--- src/rtl/texture_fetch_ctrl_if.sv ---
// Secondary (aux) read port into the texture ROM sequencer.
//   master : palette/debug reader. It drives req/addr and samples gnt/rvalid/rdata.
//   slave  : texture_fetch_ctrl.
//   req    : held until gnt; addr is stable while req is high.
//   gnt    : one-cycle pulse when the aux read is issued to the ROM.
//   rvalid : one-cycle pulse when rdata carries the returned word.
interface texture_fetch_ctrl_if #(
  parameter int unsigned TEX_LOG2 = 5
);
  localparam int unsigned AW = 2 * TEX_LOG2;

  logic          req;
  logic [AW-1:0] addr;
  logic          gnt;
  logic          rvalid;
  logic [15:0]   rdata;

  modport master (output req, addr, input gnt, rvalid, rdata);
  modport slave  (input req, addr, output gnt, rvalid, rdata);
endinterface

--- src/rtl/texture_fetch_ctrl.sv ---
// texture_fetch_ctrl: sequences the synchronous texture ROM for the VGA pixel
// pipeline. It maps pixel coordinates to tiled and scrolled texel addresses.
// It realigns de/hs/vs with the ROM read latency. In blanking it arbitrates
// the ROM to a secondary (aux) reader, and video fetches always win.
//
// Ports:
//   clk, reset_n         pixel clock, async active-low reset
//   x, y, de_in, hs_in, vs_in   timing generator inputs
//   scroll_x, scroll_y   texel offsets, latched on the vsync active edge
//   aux                  aux read port (texture_fetch_ctrl_if.slave)
//   rom_ad, rom_ce       registered ROM address / clock enable
//   rom_oce, rom_reset   constant output enable, ROM reset (= ~reset_n)
//   rom_dout             ROM read data
//   rgb, de_out, hs_out, vs_out  pixel output, lagging inputs by ROM_LAT+2
//
// Build option: define TEXFETCH_MIRROR_EN for mirrored tiling. In that build,
// odd tile columns and odd tile rows reflect u and v.
module texture_fetch_ctrl #(
  parameter int unsigned TEX_LOG2 = 5,
  parameter int unsigned ROM_LAT  = 1,
  parameter bit          VS_POL   = 1'b0
) (
  input  logic                    clk,
  input  logic                    reset_n,
  input  logic [9:0]              x,
  input  logic [9:0]              y,
  input  logic                    de_in,
  input  logic                    hs_in,
  input  logic                    vs_in,
  input  logic [TEX_LOG2-1:0]     scroll_x,
  input  logic [TEX_LOG2-1:0]     scroll_y,
  texture_fetch_ctrl_if.slave     aux,
  output logic [2*TEX_LOG2-1:0]   rom_ad,
  output logic                    rom_ce,
  output logic                    rom_oce,
  output logic                    rom_reset,
  input  logic [15:0]             rom_dout,
  output logic [15:0]             rgb,
  output logic                    de_out,
  output logic                    hs_out,
  output logic                    vs_out
);

  localparam int unsigned TW = TEX_LOG2;
  localparam int unsigned AW = 2 * TEX_LOG2;
  localparam int unsigned TD = ROM_LAT + 1;  // read-in-flight tag depth
  localparam int unsigned PD = ROM_LAT + 2;  // video sideband delay depth

  typedef enum logic [1:0] {
    SLOT_IDLE  = 2'd0,
    SLOT_VIDEO = 2'd1,
    SLOT_AUX   = 2'd2
  } slot_e;

  slot_e         slot_c;
  logic [AW-1:0] ad_c;
  logic [TW:0]   u_sum_c;
  logic [TW:0]   v_sum_c;
  logic [TW-1:0] u_c;
  logic [TW-1:0] v_c;
  logic          vs_edge_c;

  logic [TW-1:0] sx_q;
  logic [TW-1:0] sy_q;
  logic          vs_prev_q;
  logic [TD-1:0] vid_tag_q;
  logic [TD-1:0] aux_tag_q;
  logic [PD-1:0] de_dly_q;
  logic [PD-1:0] hs_dly_q;
  logic [PD-1:0] vs_dly_q;

  // Only the low texel bits of x/y address the ROM. The upper bits are not
  // used, and the tile-parity carry is used only in the mirror build.
  logic unused_ok;
  assign unused_ok = &{1'b0, x[9:TW+1], y[9:TW+1], u_sum_c[TW], v_sum_c[TW]};

  assign rom_oce   = 1'b1;
  assign rom_reset = ~reset_n;

  assign vs_edge_c = (vs_in == VS_POL) && (vs_prev_q != VS_POL);

  // Slot selection and address generation. Video has priority over aux.
  always_comb begin
    slot_c  = SLOT_IDLE;
    ad_c    = rom_ad;
    // The sum carries one bit beyond the texel field. Bit TW is tile parity.
    u_sum_c = x[TW:0] + {1'b0, sx_q};
    v_sum_c = y[TW:0] + {1'b0, sy_q};
    u_c     = u_sum_c[TW-1:0];
    v_c     = v_sum_c[TW-1:0];
`ifdef TEXFETCH_MIRROR_EN
    if (u_sum_c[TW]) u_c = ~u_sum_c[TW-1:0];
    if (v_sum_c[TW]) v_c = ~v_sum_c[TW-1:0];
`endif
    if (de_in) begin
      slot_c = SLOT_VIDEO;
      ad_c   = {v_c, u_c};
    end else if (aux.req) begin
      slot_c = SLOT_AUX;
      ad_c   = aux.addr;
    end
  end

  // ROM request, tag pipeline, sideband delay and result capture.
  always_ff @(posedge clk or negedge reset_n) begin
    if (!reset_n) begin
      rom_ad     <= '0;
      rom_ce     <= 1'b0;
      aux.gnt    <= 1'b0;
      aux.rvalid <= 1'b0;
      aux.rdata  <= '0;
      rgb        <= '0;
      sx_q       <= '0;
      sy_q       <= '0;
      vs_prev_q  <= ~VS_POL;
      vid_tag_q  <= '0;
      aux_tag_q  <= '0;
      de_dly_q   <= '0;
      hs_dly_q   <= '1;
      vs_dly_q   <= '1;
    end else begin
      rom_ad    <= ad_c;
      rom_ce    <= (slot_c != SLOT_IDLE);
      aux.gnt   <= (slot_c == SLOT_AUX);

      vid_tag_q <= (vid_tag_q << 1) | TD'(slot_c == SLOT_VIDEO);
      aux_tag_q <= (aux_tag_q << 1) | TD'(slot_c == SLOT_AUX);
      de_dly_q  <= {de_dly_q[PD-2:0], de_in};
      hs_dly_q  <= {hs_dly_q[PD-2:0], hs_in};
      vs_dly_q  <= {vs_dly_q[PD-2:0], vs_in};

      // The tag at the last stage tells which requester owns rom_dout now.
      aux.rvalid <= aux_tag_q[TD-1];
      if (aux_tag_q[TD-1]) aux.rdata <= rom_dout;
      rgb <= (vid_tag_q[TD-1] && de_dly_q[PD-2]) ? rom_dout : 16'h0000;

      // Scroll takes effect once per frame, on the vsync active edge.
      vs_prev_q <= vs_in;
      if (vs_edge_c) begin
        sx_q <= scroll_x;
        sy_q <= scroll_y;
      end
    end
  end

  assign de_out = de_dly_q[PD-1];
  assign hs_out = hs_dly_q[PD-1];
  assign vs_out = vs_dly_q[PD-1];

endmodule
--- src/flat_wrapper.sv ---
// flat-port wrapper written by rule: the top's interface ports become plain ports
module texture_fetch_ctrl_flat 
#(
  parameter int unsigned TEX_LOG2 = 5,
  parameter int unsigned ROM_LAT  = 1,
  parameter bit          VS_POL   = 1'b0
)
  (clk, reset_n, x, y, de_in, hs_in, vs_in, scroll_x, scroll_y, rom_ad, rom_ce, rom_oce, rom_reset, rom_dout, rgb, de_out, hs_out, vs_out, aux_req, aux_addr, aux_gnt, aux_rvalid, aux_rdata);
  texture_fetch_ctrl_if #(.TEX_LOG2(TEX_LOG2)) aux_i ();
  input  logic clk;
  input  logic reset_n;
  input  logic [9:0] x;
  input  logic [9:0] y;
  input  logic de_in;
  input  logic hs_in;
  input  logic vs_in;
  input  logic [TEX_LOG2-1:0] scroll_x;
  input  logic [TEX_LOG2-1:0] scroll_y;
  output logic [2*TEX_LOG2-1:0] rom_ad;
  output logic rom_ce;
  output logic rom_oce;
  output logic rom_reset;
  input  logic [15:0] rom_dout;
  output logic [15:0] rgb;
  output logic de_out;
  output logic hs_out;
  output logic vs_out;
  input wire logic [$bits(aux_i.req)-1:0] aux_req;
  input wire logic [$bits(aux_i.addr)-1:0] aux_addr;
  output wire logic [$bits(aux_i.gnt)-1:0] aux_gnt;
  output wire logic [$bits(aux_i.rvalid)-1:0] aux_rvalid;
  output wire logic [$bits(aux_i.rdata)-1:0] aux_rdata;
  assign aux_i.req = aux_req;
  assign aux_i.addr = aux_addr;
  assign aux_gnt = aux_i.gnt;
  assign aux_rvalid = aux_i.rvalid;
  assign aux_rdata = aux_i.rdata;
  texture_fetch_ctrl #(.TEX_LOG2(TEX_LOG2), .ROM_LAT(ROM_LAT), .VS_POL(VS_POL)) u_core (.clk(clk), .reset_n(reset_n), .x(x), .y(y), .de_in(de_in), .hs_in(hs_in), .vs_in(vs_in), .scroll_x(scroll_x), .scroll_y(scroll_y), .aux(aux_i), .rom_ad(rom_ad), .rom_ce(rom_ce), .rom_oce(rom_oce), .rom_reset(rom_reset), .rom_dout(rom_dout), .rgb(rgb), .de_out(de_out), .hs_out(hs_out), .vs_out(vs_out));
endmodule
--- config.mk ---
export PLATFORM = sky130hd
export DESIGN_NAME = texture_fetch_ctrl_flat
export DESIGN_NICKNAME = d
export VERILOG_FILES = /design/src/rtl/texture_fetch_ctrl_if.sv /design/src/rtl/texture_fetch_ctrl.sv /design/src/flat_wrapper.sv
export SDC_FILE = /design/constraint.sdc
export NUM_CORES = 1
export LEC_CHECK = 0
export BUFFER_PORTS_ARGS = -buffer_cell sky130_fd_sc_hd__buf_4
export CAP_MARGIN = 40
export CORE_MARGIN = 2
export CORE_UTILIZATION = 42
export DETAILED_ROUTE_END_ITERATION = 8
export GPL_TIMING_DRIVEN = 0
export PLACE_DENSITY = 0.72
export SLEW_MARGIN = 20
export SYNTH_ARGS = -nofsm -noshare
export SYNTH_HDL_FRONTEND = slang
export SYNTH_SLANG_ARGS = --single-unit
--- constraint.sdc ---
create_clock -name clk -period 2 [get_ports clk]
set_clock_uncertainty 0.2 [all_clocks]
set_input_delay 0.6 -clock clk [delete_from_list [all_inputs] [get_ports clk]]
set_output_delay 0.6 -clock clk [all_outputs]
set_load 0.02 [all_outputs]
==> Yosys cells after proc, flatten, opt, wreduce, memory -nomap -nowiden <==
Cells that the tools add are included.
{ "word_totals": {"register_bits": 69, "input_bits": 62, "out_inout_bits": 50, "word_cells": 31} }
{ "classes": {"addsub": 2, "n_eq_ne": 2, "n_mux": 5, "n_bitwise": 4, "reduce_logical": 4} }
{ "ops": {"columns": ["cell", "count"], "rows": [
  ["10-bit two-way mux", 2],
  ["16-bit two-way mux", 1],
  ["5-bit adder", 2],
  ["2-bit two-way mux", 2],
  ["2-bit by 1-bit OR with 2-bit output", 2],
  ["2-bit nonzero test", 2],
  ["2-bit by 1-bit equality test with 1-bit output (second input constant)", 1],
  ["2-bit equality test (second input constant)", 1],
  ["1-bit logical AND", 2],
  ["1-bit NOT", 2]
]} }

==> Depth between registers and ports, before layout <==
Gate-level depths: netlist of run 1.
{ "logic_depth": {"ltp_word": 4, "depth_mapped": 6, "depth_no_buf": 6} }

==> Least setup slack after synthesis of run 1 <==
OpenSTA, ideal clock, no wires.
{ "synth_path": {"path_kind": "input to register", "from": "input port x[0]", "to": "register u_core.rom_ad[4]", "setup_time_ps": 135, "arrival_time_ps": 1697, "required_ps": 1665, "slack_ps": -31, "stages": 6, "path_buffers": 0, "cell_sequence": "ha_1 -> inv_1 -> fa_1 -> nand2b_1 -> a2111oi_2 -> a211oi_1"} }
{ "synth_via": {"elab_chain_len": 2} }
{ "synth_rtl": {"columns": ["element", "line_no", "source"], "rows": [
  ["start, declared", "flat_wrapper.sv:12", "input logic [9:0] x;"],
  ["5-bit adder", "texture_fetch_ctrl.sv:87", "u_sum_c = x[TW:0] + {1'b0, sx_q};"],
  ["10-bit two-way mux", "texture_fetch_ctrl.sv:95", "if (de_in) begin"],
  ["end signal, assigned", "texture_fetch_ctrl.sv:107", "rom_ad <= '0;"],
  ["end signal, assigned", "texture_fetch_ctrl.sv:122", "rom_ad <= ad_c;"],
  ["end, declared", "texture_fetch_ctrl.sv:33", "output logic [2*TEX_LOG2-1:0] rom_ad,"]
]} }
Every way passes these cells.
A chain may end at the register's enable or synchronous reset.

==> Worst setup path in the final report of run 1 <==
{ "layout_path": {"from": "input port reset_n", "to": "output port rom_reset"} }
{ "layout_via": {"elab_chain_len": 1} }
{ "layout_rtl": {"columns": ["element", "line_no", "source"], "rows": [
  ["start, declared", "flat_wrapper.sv:11", "input logic reset_n;"],
  ["1-bit NOT", "texture_fetch_ctrl.sv:78", "assign rom_reset = ~reset_n;"],
  ["end, declared", "flat_wrapper.sv:22", "output logic rom_reset;"]
]} }
Every way passes these cells.

==> results.tsv, run 1 <==
stage	metric	value	unit
global_route	vias in the first global route	1929	
cells_and_area	P&R area growth vs syn	37.7	%
drt	initial drt markers	73	
cells_and_area	final net count	381	
global_route	All-Layer GR Usage	16.7	%
drt	First-pass DRT Iterations	4	
critical_path	Critical Path AT	1.11	ns
floorplan	Chip Height	85.1	um
clock_tree	clk slew on worst S/H paths	0.07	ns
floorplan	Die Area	0.00725	mm2
clock_tree	Clock Sinks	67	
yosys	top cells by area, synth	dfrtp_1 (55%), mux2_2 (10%), dfstp_2 (5.7%)	
cells_and_area	most common cell after layout, fill and taps aside	buf_4	
floorplan	row count	29	
yosys	cells after synthesis	198	
critical_path	R2R Setup Slk	0.14	ns
floorplan	initial core utilization	43.5	%
critical_path	endpoint class of the critical path	output pin	
clock_tree	Inserted Clock Buffers	9	
status	status	finished, violations left	
sta	Final Setup Violations	0	
yosys	Yosys cell types	33	
critical_path	Crit path required time	1.20	ns
power_and_ir_drop	Leakage	1.90	nW
yosys	Post-synth EDFFs	0	
drt	vias	1868	
floorplan	core area	0.00635	mm2
clock_tree	CTS tree	done	
min_path	Worst Hold Class	in2async	
global_route	pin count of the biggest net entering global routing	69	
yosys	Post-Syn Area per Cell	14.0	um2
yosys	yosys synthesis warning count	0	
yosys	FFs w/ async S/R, synth	100	%
critical_path	WS Path Type	in2out	
power_and_ir_drop	P per Cell Area	875	mW/mm2
power_and_ir_drop	Peak VDD IR	0.514	mV
clock_tree	CTS root buf	clkbuf_8	
drt	Wirelength per Cell	14.5	um
sta	Max Freq	0.525	GHz
floorplan	chip width	85.1	um
sta	Final Cycle Share	95.3	%
place	port buffer count	100	
drt	drt drc	0	
cells_and_area	layout cells sized above 1	52.1	%
clock_tree	Clock Tree Buf Depth	2	
yosys	Cell Area, Synth	0.00276	mm2
run	Max-cap violations	0	
critical_path	reg2reg path depth	6	
floorplan	Boundary Pins	112	
global_route	GRT Residual Overflow	0	
critical_path	crit start category	input pin	
sta	post-layout min period	1.91	ns
drt	vias per cell	4.79	
drt	Routed WL	5650	um
cells_and_area	Non-Filler Instances	390	
sta	Hold WS	-0.0700	ns
yosys	post-synth top area cell	dfrtp_1	
yosys	syn_nets	270	
clock_tree	Skew-Pair Late Insertion Delay	0.33	ns
clock_tree	H-Tree Level Count	3	
yosys	area share of the largest cell type after synthesis	55.2	%
place	post-DP HPWL	4160	um
cells_and_area	Filler cells	519	
drt	Antenna Nets Post-Route	0	
yosys	Synth Register Bits	67	
global_route	initial antenna violation count	0	
power_and_ir_drop	Total Power	3.33	mW
sta	Final Hold Vio Count	61	
place	Inst Count DP	375	
critical_path	crit-path max FO	68	
cells_and_area	most frequent cells in the layout	buf_4 (101), dfrtp_1 (61), mux2_2 (25)	
yosys	Top FF cell, synth	dfrtp_1	
status	failing checks	hold timing	
place	RD Place Congestion	0.754	
sta	Max Slew Vio Count	0	
yosys	sequential share of the synthesized area	60.9	%
global_route	first-pass GRT wire length	9390	um
cells_and_area	Antenna Cells	0	
==> worst paths after layout <==
check | from | end
max in group asynchronous | reset_n | u_core.hs_dly_q[2]
hold / removal | reset_n | u_core.sx_q[3]
min in group clk | u_core.de_dly_q[0] | u_core.de_dly_q[1]
hold reg to reg | u_core.de_dly_q[0] | u_core.de_dly_q[1]
setup / recovery | reset_n | rom_reset
setup reg to reg | u_core.sy_q[0] | u_core.rom_ad[9]
==> stage by stage <==
step | TNS, ns | utilization (%) | setup slack, ns | cell area (um2) | hold WS (ns)
after global placement | -0.648 | 57.1 | -0.366 | 3630 | 0.135
after detailed placement | -0.749 | 57.1 | -0.387 | 3630 | 0.135
after global routing | -0.00126 | 59.9 | -0.00126 | 3810 | -0.0436
after CTS | 0 | 59.8 | 0.0346 | 3800 | -0.0439
after floorplan | 0 | - | 0.00198 | 2780 | 0.104
final | 0 | 59.9 | 0.0939 | 3810 | -0.0700
==> layer usage <==
metal  vias to the layer above  GRT usage (%)  share of wire (%)
met5                         -              0                  0
met4                         0           7.79                1.3
met3                         5           6.03                7.7
met2                        63           26.5                 51
met1                       898           20.4                 40
li1                        902              -                  -
==> cells by family after synthesis <==
logic type | count (synthesis) | share of synthesized area, %
compound gates | 24 | 7.60
xor+xnor | 2 | 0.634
fa+ha+maj | 10 | 5.07
buf+inv | 19 | 3.53
flops | 67 | 60.9
mux | 30 | 12.0
other cells | 1 | 0.136
simple gates | 45 | 10.0
==> cells in the mapped netlist, types with 2 or more instances <==
cell       count
and2b_1        3
nor2_1         4
nand2_1        4
a2111oi_2      2
inv_1          8
xnor2_1        2
fa_1           2
a2111oi_4      2
buf_4          2
and3_1        16
nor2b_1        2
mux2_2        25
a21oi_1        2
a211oi_1       6
clkbuf_1       4
buf_6          2
a21o_1         4
buf_2          3
dfstp_2        6
o21ai_0        7
nand2b_1       4
nor3b_2        2
mux2i_1        4
and2_2         2
ha_1           8
nand4_1        2
dfrtp_1       61
nand3_1        4
==> area by class of cell <==
| class | count | area (um2) | share of cell area (%) |
|---|---|---|---|
| repair buffers | 100 | 771 | 20.2 |
| flip-flops and latches | 67 | 1680 | 44.2 |
| multi-input cells | 112 | 997 | 26.2 |
| clock buffers | 12 | 145 | 3.81 |
| well taps | 77 | 96.3 | 2.53 |
| plain buffers | 11 | 67.6 | 1.78 |
| inverters | 8 | 30.0 | 0.789 |
| clock inverters | 3 | 15.0 | 0.394 |
==> state kept, by name, indices dropped and copies added (netlist names) <==
signal             cells
u_core.sx_q            5
u_core.rgb            16
u_core.hs_dly_q        3
u_core.rom_ad         10
u_core.aux.rdata      16
u_core.vs_dly_q        3
u_core.aux_tag_q       2
u_core.aux.rvalid      1
u_core.de_dly_q        3
u_core.rom_ce          1
u_core.sy_q            5
u_core.vid_tag_q       2
==> power by group <==
group	switching, mW	internal [mW]
Clock	0.480	0.472
Combinational	0.403	0.398
Sequential	0.0743	1.50
==> worst max-delay path: stages <==
cell and delay (ns):
buf_16 0.26, inv_1 0.08, buf_4 0.16
==> timing repair <==
action,in CTS,in global routing
endpoints found under the hold margin,61,61
gates resized for setup,3,1
buffers inserted,0,0
endpoints found under the setup margin,1,1
gates cloned,0,0
(Power assumes the default switching activity.)
==> run 2, diff against run 1 <==
--- a/config.mk
+++ b/config.mk
@@ -11,7 +11,7 @@
 export CORE_UTILIZATION = 42
 export DETAILED_ROUTE_END_ITERATION = 8
 export GPL_TIMING_DRIVEN = 0
-export PLACE_DENSITY = 0.72
+export PLACE_DENSITY = 0.75
 export SLEW_MARGIN = 20
 export SYNTH_ARGS = -nofsm -noshare
 export SYNTH_HDL_FRONTEND = slang
==> run 2 against run 1 <==
The run still ends with hold timing left. Cell count up 0.26%. Combinational power about the same. Register-to-register slack better by 0.02 ns. Critical path type unchanged. Largest cell class unchanged.
==> results.tsv, run 2 (synthesis gave the netlist of run 1 again) <==
stage	metric	value	unit	change
status	status	finished, violations left		unchanged
status	failing checks	hold timing		unchanged
critical_path	endpoint class of the critical path	output pin		unchanged
power_and_ir_drop	P_int	2.60	mW	was 2.37 mW
global_route	GRT Residual Overflow	0		unchanged
critical_path	Crit path required time	1.20	ns	about the same
cells_and_area	layout cells sized above 1	52.2	%	was 52.1%
place	post-DP HPWL	4120	um	was 4160 um
critical_path	WS Path Type	in2out		unchanged
sta	Final Setup Violations	0		unchanged
cells_and_area	Antenna Cells	0		unchanged
critical_path	crit-path max FO	68		unchanged
drt	drt drc	0		unchanged
cells_and_area	P&R area growth vs syn	39.2	%	was 37.7%
power_and_ir_drop	Switching Share	27.0	%	was 28.7%
sta	Hold WS	-0.0430	ns	was -0.0700 ns
power_and_ir_drop	net switching power	0.963	mW	was 0.957 mW
sta	RSZ-0062 raised after global routing	no		
critical_path	crit start category	input pin		unchanged
critical_path	reg2reg path depth	6		unchanged
power_and_ir_drop	P per Cell Area	926	mW/mm2	was 875 mW/mm2
power_and_ir_drop	Seq pwr share	44.3	%	was 47.4%
global_route	grt met3 use	4.96	%	was 6.03%
drt	First-pass DRT Iterations	4		unchanged
cells_and_area	post-route cell area	0.00385	mm2	was 0.00381 mm2
place	port buffer count	100		unchanged
power_and_ir_drop	clock share of power	33.3	%	was 28.6%
global_route	vias in the first global route	1929		unchanged
floorplan	initial core utilization	43.5	%	unchanged
floorplan	Chip Height	85.1	um	unchanged
sta	Final Cycle Share	96.4	%	was 95.3%
clock_tree	Inserted Clock Buffers	9		unchanged
drt	initial drt markers	50		was 73
cells_and_area	Filler cells	546		was 519
cells_and_area	final net count	381		unchanged
power_and_ir_drop	Peak VDD IR	0.544	mV	was 0.514 mV
power_and_ir_drop	Total Power	3.56	mW	was 3.33 mW
global_route	All-Layer GR Usage	16.3	%	was 16.7%
sta	setup TNS	0	ns	unchanged
drt	Antenna Nets Post-Route	0		unchanged
floorplan	row count	29		unchanged
clock_tree	Skew-Pair Late Insertion Delay	0.33	ns	about the same
clock_tree	Clock Sinks	67		unchanged
sta	Max Freq	0.519	GHz	was 0.525 GHz
clock_tree	H-Tree Level Count	3		unchanged
critical_path	Crit. Startpoint	reset_n		unchanged
critical_path	FF-to-FF Start	u_core.sx_q[0]		was u_core.sy_q[0]
place	Post-DP Area	0.00363	mm2	unchanged
floorplan	core area	0.00635	mm2	unchanged
global_route	initial antenna violation count	0		unchanged
global_route	pin count of the biggest net entering global routing	69		unchanged
floorplan	Boundary Pins	112		unchanged
floorplan	Die Area	0.00725	mm2	unchanged
cells_and_area	most common cell after layout, fill and taps aside	buf_4		unchanged
critical_path	Critical Path AT	1.13	ns	was 1.11 ns
global_route	GR peak layer	met2		unchanged
run	Max-cap violations	0		unchanged
clock_tree	clk slew on worst S/H paths	0.07	ns	about the same
global_route	first-pass GRT wire length	9210	um	was 9390 um
floorplan	chip width	85.1	um	unchanged
cells_and_area	most frequent cells in the layout	buf_4 (101), dfrtp_1 (61), mux2_2 (25)		unchanged
clock_tree	Post-CTS Setup Repair Bufs	0		unchanged
drt	Routed WL	5520	um	was 5650 um
clock_tree	Clock Tree Buf Depth	2		unchanged
place	RD Place Congestion	0.715		was 0.754
drt	Wirelength per Cell	14.1	um	was 14.5 um
min_path	Worst Hold Class	in2async		unchanged
global_route	Global Route met2 Usage	27.7	%	was 26.5%
global_route	met1 usage in global routing	19.1	%	was 20.4%
cells_and_area	Largest regs	u_core.aux.rdata x16, u_core.rgb x16, u_core.rom_ad x10		unchanged
sta	Max Slew Vio Count	0		unchanged
clock_tree	CTS tree	done		unchanged
drt	vias per cell	4.81		was 4.79
power_and_ir_drop	Leakage	1.92	nW	was 1.90 nW
drt	vias	1879		was 1868
sta	post-layout min period	1.93	ns	was 1.91 ns
sta	Final Hold Vio Count	61		unchanged
critical_path	R2R Setup Slk	0.16	ns	was 0.14 ns
clock_tree	CTS root buf	clkbuf_8		unchanged
power_and_ir_drop	combinational power share	22.4	%	was 24.0%
==> run 2: changes by cell type in the layout (fill, tap and decap cells not counted), sizes merged <==
cell      previous run  this run
clkbuf              16        15
bufinv               0         2
clkinv               3         2
clkinvlp             0         1
==> run 2: worst paths after layout <==
kind / end
worst max-delay path: rom_reset
worst min-delay path: u_core.sy_q[2]
worst max register to register: u_core.rom_ad[4]
worst min register to register: u_core.de_dly_q[1]
max in group asynchronous: u_core.hs_dly_q[2]
min in group clk: u_core.de_dly_q[1]
==> run 2: metal layers <==
metal / vias up / share of wire, %
met3: 9 / 7.4
li1: 903 / -
met2: 64 / 52
met1: 903 / 39
met5: - / 0
met4: 0 / 1.5
==> run 2: worst max-delay path: stages <==
cell	delay, ns
buf_12	0.29
inv_1	0.07
buf_4	0.16
==> run 2: layout make-up <==
class / count / area [um2] / share of cell area (%)
Buffer: 11 / 67.6 / 1.76
Clock buffer: 11 / 131 / 3.41
Clock inverter: 5 / 77.6 / 2.02
Inverter: 8 / 30.0 / 0.780
Multi-Input combinational cell: 112 / 997 / 25.9
Sequential cell: 67 / 1680 / 43.8
Tap cell: 77 / 96.3 / 2.50
Timing Repair Buffer: 100 / 763 / 19.8
==> run 2: what timing repair did <==
| item | 4_1_cts | 5_1_grt |
|---|---|---|
| setup endpoints to repair | 1 | 0 |
| gates resized for setup | 3 | 0 |
| endpoints found under the hold margin | 61 | 53 |
==> run 2: power groups by stage <==
stage	logic (mW)	registers, mW	clock network, mW
final	0.798	1.58	1.19
after global routing	0.868	1.60	1.30
after floorplan	0.323	1.73	0
after CTS	0.811	1.58	1.23
after detailed placement	0.804	1.61	0
after global placement	0.785	1.60	0
==> run 2: per-stage QoR <==
| stage | setup slack (ns) | instances | utilization [%] |
|---|---|---|---|
| 6_report | 0.0721 | 391 | 60.6 |
| 5_1_grt | 0.0196 | 391 | 60.6 |
| 4_1_cts | 0.0393 | 391 | 60.6 |
| 3_5_place_dp | -0.381 | 375 | 57.1 |
| 3_3_place_gp | -0.361 | 375 | 57.1 |
| 2_1_floorplan | 0.00198 | 198 | - |
==> run 3, diff against run 2 <==
--- a/config.mk
+++ b/config.mk
@@ -7,6 +7,7 @@
 export LEC_CHECK = 0
 export BUFFER_PORTS_ARGS = -buffer_cell sky130_fd_sc_hd__buf_4
 export CAP_MARGIN = 40
+export CORE_ASPECT_RATIO = 0.5
 export CORE_MARGIN = 2
 export CORE_UTILIZATION = 42
 export DETAILED_ROUTE_END_ITERATION = 8
==> constraint.sdc (replaced) <==
create_clock -name clk -period 2 [get_ports clk]
set_clock_uncertainty 0.2 [all_clocks]
set_input_delay 0.6 -clock clk [delete_from_list [all_inputs] [get_ports clk]]
set_output_delay 0.6 -clock clk [all_outputs]
set_load 0.01 [all_outputs]
==> run 3 against run 2 <==
Cell count grew 2.8%. Global-route usage grew 0.98 points. The flow still finishes with violations (hold timing). Fmax grew 0.96%.
==> results.tsv, run 3 (synthesis gave the netlist of run 1 again) <==
stage	metric	value	unit	change
place	post-DP HPWL	4440	um	was 4120 um
clock_tree	Skew-Pair Late Insertion Delay	0.33	ns	about the same
status	status	finished, violations left		unchanged
status	failing checks	hold timing		unchanged
global_route	All-Layer GR Usage	17.3	%	was 16.3%
place	dpl ws	-0.358	ns	was -0.381 ns
floorplan	row count	20		was 29
sta	Max Slew Vio Count	0		unchanged
critical_path	endpoint class of the critical path	output pin		unchanged
floorplan	core area	0.00621	mm2	was 0.00635 mm2
cells_and_area	most common cell after layout, fill and taps aside	buf_4		unchanged
global_route	GRT Residual Overflow	0		unchanged
place	Inst Count DP	386		was 375
floorplan	initial core utilization	44.5	%	was 43.5%
sta	fin worst setup slack	0.0905	ns	was 0.0721 ns
drt	First-pass DRT Iterations	4		unchanged
place	port buffer count	100		unchanged
clock_tree	Clock Tree Buf Depth	2		unchanged
cells_and_area	Final Core Density	64.3	%	was 60.6%
global_route	first-pass GRT wire length	9480	um	was 9210 um
cells_and_area	layout cells sized above 1	53.5	%	was 52.2%
drt	initial drt markers	118		was 50
floorplan	Chip Height	61.4	um	was 85.1 um
place	Post-DP Area	0.00364	mm2	was 0.00363 mm2
cells_and_area	Largest regs	u_core.aux.rdata x16, u_core.rgb x16, u_core.rom_ad x10		unchanged
cells_and_area	most frequent cells in the layout	buf_4 (101), dfrtp_1 (61), mux2_2 (25)		unchanged
sta	Final Setup Violations	0		unchanged
critical_path	WS Path Type	in2out		unchanged
critical_path	reg2reg path depth	6		unchanged
power_and_ir_drop	Total Power	3.85	mW	was 3.56 mW
sta	Max Freq	0.524	GHz	was 0.519 GHz
clock_tree	H-Tree Level Count	3		unchanged
critical_path	delay-heaviest family, CP	buffers and inverters		unchanged
sta	Final Cycle Share	95.5	%	was 96.4%
global_route	pin count of the biggest net entering global routing	69		unchanged
critical_path	Worst path max stage delay	0.26	ns	was 0.29 ns
drt	vias per cell	4.81		about the same
critical_path	CP bufs+invs	3		unchanged
critical_path	worst-path cell chain	buf_16, inv_1, buf_4		was buf_12, inv_1, buf_4
sta	Hold WS	-0.0634	ns	was -0.0430 ns
critical_path	CP max stage cell	buf_16		was buf_12
place	RD Place Congestion	0.716		was 0.715
power_and_ir_drop	Leakage	1.95	nW	was 1.92 nW
power_and_ir_drop	P per Cell Area	966	mW/mm2	was 926 mW/mm2
drt	Routed WL	6050	um	was 5520 um
min_path	Worst Hold Class	in2async		unchanged
clock_tree	CTS root buf	clkbuf_16		was clkbuf_8
floorplan	Die Area	0.00728	mm2	was 0.00725 mm2
clock_tree	CTS tree	done		unchanged
drt	Antenna Nets Post-Route	0		unchanged
critical_path	Reg-to-Reg End	u_core.rom_ad[4]		unchanged
cells_and_area	Non-Filler Instances	402		was 391
run	Max-cap violations	0		unchanged
critical_path	Critical Path AT	1.11	ns	was 1.13 ns
clock_tree	Clock Sinks	67		unchanged
clock_tree	clk slew on worst S/H paths	0.05	ns	was 0.07 ns
sta	Final Hold Vio Count	61		unchanged
power_and_ir_drop	Peak VDD IR	0.506	mV	was 0.544 mV
drt	vias	1933		was 1879
drt	drt drc	0		unchanged
critical_path	crit start category	input pin		unchanged
sta	setup TNS	0	ns	unchanged
critical_path	crit-path max FO	68		unchanged
global_route	vias in the first global route	1958		was 1929
critical_path	FF-to-FF Start	u_core.sx_q[0]		unchanged
critical_path	R2R Setup Slk	0.10	ns	was 0.16 ns
clock_tree	Post-CTS Setup Repair Bufs	0		unchanged
floorplan	Boundary Pins	112		unchanged
clock_tree	Inserted Clock Buffers	9		unchanged
floorplan	chip width	119	um	was 85.1 um
sta	post-layout min period	1.91	ns	was 1.93 ns
drt	Wirelength per Cell	15.1	um	was 14.1 um
cells_and_area	post-route cell area	0.00399	mm2	was 0.00385 mm2
global_route	initial antenna violation count	0		unchanged
cells_and_area	final net count	381		unchanged
cells_and_area	P&R area growth vs syn	44.4	%	was 39.2%
critical_path	Crit path required time	1.20	ns	about the same
cells_and_area	Antenna Cells	0		unchanged
==> run 3: changes by cell type in the layout (fill, tap and decap cells not counted), moves of 2 or more <==
cell / previous run / this run
clkinvlp_4: 1 / 3
clkbuf_8: 9 / 0
clkbuf_16: 0 / 9
a2111oi_2: 2 / 0
a2111oi_4: 2 / 4
==> run 3: area by class of cell <==
cell class | instances | area [um2]
Clock buffer | 10 | 229
Multi-Input combinational cell | 112 | 1030
Clock inverter | 6 | 66.3
Timing Repair Buffer | 100 | 771
Fill cell | 509 | 2220
Inverter | 8 | 30.0
Tap cell | 88 | 110
Sequential cell | 67 | 1680
Buffer | 11 | 67.6
==> run 3: timing repair <==
action | CTS | global route
hold endpoints to repair | 61 | 61
cloned | 0 | 0
gates resized for setup | 3 | 6
endpoints found under the setup margin | 1 | 3
==> run 3: worst max path at each step <==
| stage | slack, ns | from | end | cells after the start |
|---|---|---|---|---|
| after global placement | -0.32 | reset_n | rom_reset | 3 |
| after detailed placement | -0.36 | reset_n | rom_reset | 3 |
| after floorplan | 0.002 | x[0] | u_core.rom_ad[4] | 6 |
| after CTS | 0.05 | reset_n | rom_reset | 3 |
| final | 0.09 | reset_n | rom_reset | 3 |
| after global routing | -0.009 | u_core.sx_q[0] | u_core.rom_ad[4] | 6 |
==> run 3: routing by layer <==
metal  track usage, %  part of all wire (%)
met2             31.5                    54
met5                0                     0
met1             19.9                    41
met4             6.63                   1.2
met3             5.65                   3.9
==> run 3: worst reg2reg max path: cells and delay by family (launching register included) <==
kind	cells	cell delay [ns]
DFF	1	0.37
adders and majority gates	2	0.58
buffers and inverters	1	0.06
AOI/OAI and AO/OA	2	0.38
and+or+nand+nor	1	0.18
==> run 3: report_power, final <==
group | switching (mW) | internal [mW]
clock | 0.562 | 0.963
sequential | 0.0764 | 1.51
combinational | 0.341 | 0.403
